--- src/rtl/sprite_pkg.sv ---
// Sprite ROM map shared by the arbiter and its clients: base addresses of the
// three sprite families, the tank direction encoding and the address helper.
package sprite_pkg;

  localparam int SPR_W = 32;

  localparam logic [7:0] SPR_TANK_BASE = 8'd0;
  localparam logic [7:0] SPR_BUL_BASE  = 8'd128;
  localparam logic [7:0] SPR_BRK_BASE  = 8'd160;

  typedef enum logic [1:0] {
    UP    = 2'd0,
    RIGHT = 2'd1,
    DOWN  = 2'd2,
    LEFT  = 2'd3
  } dir_t;

  // Bullet beats brick beats tank; tanks occupy four 32-row blocks, one per
  // direction, so the upper quarter of the ROM (192..255) is never addressed.
  function automatic logic [7:0] spr_addr(dir_t dir, logic bul, logic brk,
                                          logic [4:0] row);
    logic [7:0] w_row;
    w_row = {3'b000, row};
    if (bul)      return SPR_BUL_BASE + w_row;
    else if (brk) return SPR_BRK_BASE + w_row;
    else          return SPR_TANK_BASE + {1'b0, dir, row};
  endfunction

endpackage

--- src/rtl/rr_arbiter.sv ---
// Round-robin arbiter: grants the first asserted request at or after the
// pointer and moves the pointer just past the winner when advance is high.
module rr_arbiter #(
  parameter int NREQ = 4,
  parameter int IDW  = $clog2(NREQ)
) (
  input  logic            clk,
  input  logic            reset,
  input  logic [NREQ-1:0] req,
  input  logic            advance,
  output logic [NREQ-1:0] gnt,
  output logic [IDW-1:0]  gnt_idx
);

  logic [IDW-1:0] r_ptr;
  logic [IDW:0]   w_cand;
  logic [IDW-1:0] w_idx;
  logic           w_found;

  // Scan ptr, ptr+1, ... (mod NREQ) for the first live request.
  always_comb begin
    // NOTE: every variable gets a default before any branch so no latch is inferred.
    w_found = 1'b0;
    w_idx   = '0;
    w_cand  = '0;
    gnt     = '0;
    for (int off = 0; off < NREQ; off++) begin
      w_cand = {1'b0, r_ptr} + (IDW+1)'(off);
      if (w_cand >= (IDW+1)'(NREQ)) w_cand = w_cand - (IDW+1)'(NREQ);
      if (!w_found && req[w_cand[IDW-1:0]]) begin
        w_found = 1'b1;
        w_idx   = w_cand[IDW-1:0];
      end
    end
    if (w_found && advance) gnt[w_idx] = 1'b1;
  end

  assign gnt_idx = w_idx;

  // Pointer moves past the granted index; holds when nothing is granted.
  always_ff @(posedge clk) begin
    // NOTE: state is updated with non-blocking assignments so all flops sample together.
    if (reset) begin
      r_ptr <= '0;
    end else if (w_found && advance) begin
      r_ptr <= (w_idx == IDW'(NREQ-1)) ? '0 : w_idx + 1'b1;
    end
  end

endmodule

--- src/rtl/sprite_rom_arbiter.sv ---
// Shares the 32x32 monochrome sprite ROM between NREQ renderers. One request
// is accepted per cycle; its sprite bit comes back two cycles later tagged
// with the requester id.
module sprite_rom_arbiter
  import sprite_pkg::*;
#(
  parameter int NREQ = 4,
  parameter int IDW  = $clog2(NREQ)
) (
  input  logic              Clk,
  input  logic              Reset,
  input  logic [NREQ-1:0]   req,
  input  logic [2*NREQ-1:0] req_dir,
  input  logic [NREQ-1:0]   req_bul,
  input  logic [NREQ-1:0]   req_brk,
  input  logic [5*NREQ-1:0] req_row,
  input  logic [5*NREQ-1:0] req_col,
  output logic [NREQ-1:0]   gnt,
  output logic [7:0]        rom_addr,
  input  logic [31:0]       rom_data,
  output logic              rsp_valid,
  output logic [IDW-1:0]    rsp_id,
  output logic              rsp_pixel,
  output logic              busy
);

  logic [NREQ-1:0] w_req;
  logic [NREQ-1:0] w_gnt;
  logic [IDW-1:0]  w_gnt_idx;
  logic            w_accept;

  logic [1:0]      w_dir;
  logic            w_bul;
  logic            w_brk;
  logic [4:0]      w_row;
  logic [4:0]      w_col;

  logic            r_v1;
  logic [IDW-1:0]  r_id1;
  logic [4:0]      r_col1;
  logic [7:0]      r_rom_addr;
  logic            r_rsp_valid;
  logic [IDW-1:0]  r_rsp_id;
  logic            r_rsp_pixel;

  // Requests are masked during Reset so nothing is granted or accepted.
  assign w_req = Reset ? '0 : req;

  rr_arbiter #(
    .NREQ (NREQ),
    .IDW  (IDW)
  ) u_arb (
    .clk     (Clk),
    .reset   (Reset),
    .req     (w_req),
    .advance (~Reset),
    .gnt     (w_gnt),
    .gnt_idx (w_gnt_idx)
  );

  assign gnt      = w_gnt;
  assign w_accept = |w_gnt;

  // Pick the granted requester's sprite fields.
  always_comb begin
    w_dir = '0;
    w_bul = 1'b0;
    w_brk = 1'b0;
    w_row = '0;
    w_col = '0;
    for (int i = 0; i < NREQ; i++) begin
      if (w_gnt_idx == IDW'(i)) begin
        w_dir = req_dir[2*i +: 2];
        w_bul = req_bul[i];
        w_brk = req_brk[i];
        w_row = req_row[5*i +: 5];
        w_col = req_col[5*i +: 5];
      end
    end
  end

  // Stage 1: capture the accepted request and drive the ROM address.
  always_ff @(posedge Clk) begin
    if (Reset) begin
      r_v1       <= 1'b0;
      r_id1      <= '0;
      r_col1     <= '0;
      r_rom_addr <= '0;
    end else begin
      r_v1 <= w_accept;
      if (w_accept) begin
        r_id1      <= w_gnt_idx;
        r_col1     <= w_col;
        r_rom_addr <= spr_addr(dir_t'(w_dir), w_bul, w_brk, w_row);
      end
    end
  end

  // Stage 2: pick the column bit out of the ROM word; column 0 is the MSB.
  always_ff @(posedge Clk) begin
    if (Reset) begin
      r_rsp_valid <= 1'b0;
      r_rsp_id    <= '0;
      r_rsp_pixel <= 1'b0;
    end else begin
      r_rsp_valid <= r_v1;
      r_rsp_id    <= r_id1;
      r_rsp_pixel <= rom_data[5'(SPR_W-1) - r_col1];
    end
  end

  assign rom_addr  = r_rom_addr;
  assign rsp_valid = r_rsp_valid;
  assign rsp_id    = r_rsp_id;
  assign rsp_pixel = r_rsp_pixel;
  assign busy      = r_v1 | r_rsp_valid;

endmodule

--- config.mk ---
export PLATFORM = sky130hd
export DESIGN_NAME = sprite_rom_arbiter
export DESIGN_NICKNAME = d
export VERILOG_FILES = /design/src/rtl/sprite_pkg.sv /design/src/rtl/rr_arbiter.sv /design/src/rtl/sprite_rom_arbiter.sv
export SDC_FILE = /design/constraint.sdc
export NUM_CORES = 1
export LEC_CHECK = 0
export ABC_AREA = 1
export ABC_CLOCK_PERIOD_IN_PS = 2260
export CAP_MARGIN = 20
export CORE_ASPECT_RATIO = 1.5
export CORE_MARGIN = 4
export CORE_UTILIZATION = 30
export DETAILED_ROUTE_END_ITERATION = 10
export PLACE_DENSITY = 0.67
export SYNTH_ARGS = -nofsm -noshare
export SYNTH_HDL_FRONTEND = slang
export SYNTH_HIERARCHICAL = 1
export SYNTH_SLANG_ARGS = --single-unit
--- constraint.sdc ---
create_clock -name Clk -period 2.26 [get_ports Clk]
set_clock_uncertainty 0.2 [all_clocks]
set_input_delay 0.226 -clock Clk [delete_from_list [all_inputs] [get_ports Clk]]
set_output_delay 0.226 -clock Clk [all_outputs]
set_load 0.005 [all_outputs]
==> impl_results.md <==
- Layout Nets: 572
- Commonest cells after routing, fill and taps aside: clkdlybuf4s50_1 (101), nand2_1 (81), nand3_1 (39)
- Net Sw Frac: 47.8%
- Register area share after synthesis: 22.1%
- Final Hold Fails: 0
- Cell Chain, Critical Path: buf_6, nand2_4, nand2_4, o21ai_4, inv_2, nand3b_1, nand3_2, nand2_4, inv_6, ha_4, inv_2, nor2_4, buf_4, buf_6
- CTS tree: done
- Fin. max-slew vios: 0
- Library cells used by synthesis: 34
- WHS: 0.241 ns
- Vias in the first global route: 2625
- Area delta synth->final: 104%
- Worst r2r path cells: 18
- Fill cell count: 565
- Clock Pin Slew Worst Setup and Hold Paths: 0.07 ns
- Antenna violations before repair: 0
- Mapped Area: 1990 µm²
- Hold Path Stages: 2
- Final setup viols: 20
- Leakage power: 1.81 nW
- RSZ-0062 raised after global routing: true
- Crit Path Category: register to output port
- Worst min path class: register to register
- Placer Congestion: 0.822
- Most common cell after layout, fill and taps aside: clkdlybuf4s50_1
- Max-cap violations: 0
- Int Pwr: 0.00381 W
- DRC: 0
- Most Crowded Layer GR: met2
- I/O Pins: 111
- Clock Path Buffers: 2
- Sw Pwr: 0.00350 W
- Met2 GRT Util: 34.8%
- CTS root buf: clkbuf_8
- Vias: 2647
- Pwr dens: 1800 nW/µm²
- Ys Warns: 6
- First-pass GRT wire length: 11900 µm
- Max transition margin: 79.4%
- # rows: 36
- Htree depth: 1
- Starting DRT DRC Count: 61
- Period minus WS final: 2.52 ns
- Port bufs: 110
- Dpl ws: -0.699 ns
- Post-synthesis register bit count: 22
- Later-pin clock latency in the skew report: 0.27 ns
- Via-to-Cell Ratio: 4.82
- CTS sink cnt: 22
- Clock group share of total power: 5.0%
- Synthesized netlist cell count: 319
- Critical path launch point type: register
- Die area: 8030 µm²
- Total global-route track usage: 18.7%
- Finished Cell Area: 4060 µm²
- Critical Path AT: 2.09 ns
- Post-route ant nets: 0
- Worst path top cell family by delay: buffers and inverters
- Run status: finished, violations left
- Met3 usage: 2.90%
- DIE WIDTH: 74.5 µm
- CTS buffer count: 3
- Worst path most repeated cell: nand2_4
- Power share of the sequential group: 8.3%
- Met1 usage: 20.9%
- Worst setup margin: -0.257 ns
- ANT cells: 0
- Final worst-path cycle share: 111%
- Drt first pass iters: 4
- Req. time, crit path: 1.83 ns
- Largest net degree at the start of global routing: 18
- Max Fanout on Critical Path: 4
- CP max stage cell: dfxtp_4
- Initial core utilization: 30.7%
- Utilization after layout: 62.6%
- CP endpoint kind: output port
- Die Ht: 108 µm
- Share of layout cells above drive strength 1: 36.8%
- Peak VDD IR: 1.76 mV
- Slowest stage delay, CP: 0.38 ns
- Drt total wl: 8070 µm
- Logic pwr share: 86.7%
- Avg Cell Area, Syn: 6.24 µm²
- Core area: 6490 µm²
- GRT Residual Overflow: 0
- Highest clock rate: 397 MHz
- WP depth: 14
- Avg WL per Cell: 14.7 µm
- Worst Max-Slew Pin Slew: 0.308 ns
- Crit path buf inv count: 6
- Failing checks: setup timing
- Dpl cell area: 3380 µm²
- Synth Net Count: 417
- Dpl hpwl: 5670 µm
==> synth_stat cells <==
| library cell | count | share of area [%] |
|---|---|---|
| a211oi_2 | 1 | 0.63 |
| a21oi_1 | 4 | 1.0 |
| a221oi_1 | 3 | 1.3 |
| a221oi_2 | 1 | 0.75 |
| a31oi_1 | 2 | 0.63 |
| buf_12 | 1 | 1.0 |
| buf_2 | 4 | 1.0 |
| buf_4 | 1 | 0.38 |
| buf_6 | 6 | 3.4 |
| buf_8 | 1 | 0.75 |
| dfxtp_1 | 22 | 22 |
| ha_1 | 4 | 2.5 |
| inv_1 | 26 | 4.9 |
| inv_2 | 5 | 0.94 |
| inv_4 | 1 | 0.31 |
| inv_8 | 2 | 1.1 |
| nand2_1 | 107 | 20 |
| nand2_2 | 12 | 3.8 |
| nand2_4 | 3 | 1.7 |
| nand3_1 | 48 | 12 |
| nand3_2 | 1 | 0.50 |
| nand3_4 | 1 | 0.88 |
| nand3b_1 | 2 | 0.75 |
| nand4_1 | 1 | 0.31 |
| nor2_1 | 22 | 4.1 |
| nor2_2 | 2 | 0.63 |
| nor2_4 | 2 | 1.1 |
| nor2_8 | 2 | 2.0 |
| o21ai_0 | 16 | 4.0 |
| o21ai_1 | 7 | 1.8 |
| o21ai_2 | 2 | 0.88 |
| o22ai_1 | 5 | 1.6 |
| o22ai_2 | 1 | 0.63 |
| or2_2 | 1 | 0.31 |
==> worst paths after layout <==
check	slack, ns	from	endpoint
max	-0.26	u_arb/r_ptr[0]	gnt[2]
min reg2reg	0.24	r_v1	rsp_valid
max reg2reg	-0.24	u_arb/r_ptr[0]	rom_addr[2]
min	0.24	r_v1	rsp_valid
==> cell families (layout without fill, tap and decap cells) <==
kind of cell    Yosys count  after routing  share of synthesized area (%)
simple gates            204            205                           48.4
buf+inv                  47            200                           13.8
compound gates           42             42                           13.2
flops                    22             22                           22.1
fa+ha+maj                 4              4                           2.51
==> cell type report <==
class,instances,area (µm²),area share (%)
sequential,22,448,11.0
tap,76,95.1,2.34
inverter,34,173,4.25
multi-input combinational,251,1680,41.4
clock inverter,1,30.0,0.740
clock buffer,3,41.3,1.02
timing repair buffer,162,1590,39.3
==> state kept, by name (all words and copies together) (netlist names) <==
signal       count
rsp_valid        1
r_id1            2
rom_addr         8
r_col1           5
r_v1             1
rsp_id           2
rsp_pixel        1
u_arb/r_ptr      2
==> per-stage QoR <==
step | total power, W | setup TNS (ns) | cells
after CTS | 0.00627 | -2.55 | 540
final | 0.00731 | -4.04 | 549
after detailed placement | 0.00487 | -12.97 | 521
after global routing | 0.00783 | -6.47 | 549
after floorplan | 0.00341 | -0.149 | 319
after global placement | 0.00482 | -11.74 | 521
==> worst register-to-register path, stage by stage (launching register included) <==
cell	delay, ns
dfxtp_4	0.38
buf_6	0.14
nand2_4	0.09
nand2_4	0.06
o21ai_4	0.19
inv_2	0.09
nand3b_1	0.11
nand3_2	0.09
nand2_4	0.13
inv_6	0.06
ha_4	0.15
inv_2	0.06
nor2_4	0.04
nor2_2	0.11
nand2_2	0.10
nor2_4	0.17
buf_12	0.15
nand2_2	0.04
o21ai_1	0.07
==> metal layers <==
layer / part of all wire (%) / vias to the layer above
met1: 36 / 1212
met3: 5.7 / 14
met4: 2.7 / 0
met2: 55 / 78
li1: - / 1343
met5: 0 / -
==> power groups by stage <==
stage               logic, W  registers [W]  clock network (W)
floorplan            0.00285       0.000562                  0
global placement     0.00422       0.000600                  0
detailed placement   0.00426       0.000605                  0
CTS                  0.00531       0.000595           0.000370
global route         0.00682       0.000619           0.000387
finish               0.00634       0.000604           0.000367
==> what timing repair did <==
item,4_1_cts,5_1_grt
hold buffers,0,0
endpoints found under the hold margin,0,0
cloned,2,0
resized for setup,91,47
endpoints found under the setup margin,21,20
buffers inserted,13,9
pin swaps,49,28
No activity file was read; power rests on OpenSTA's default activity.
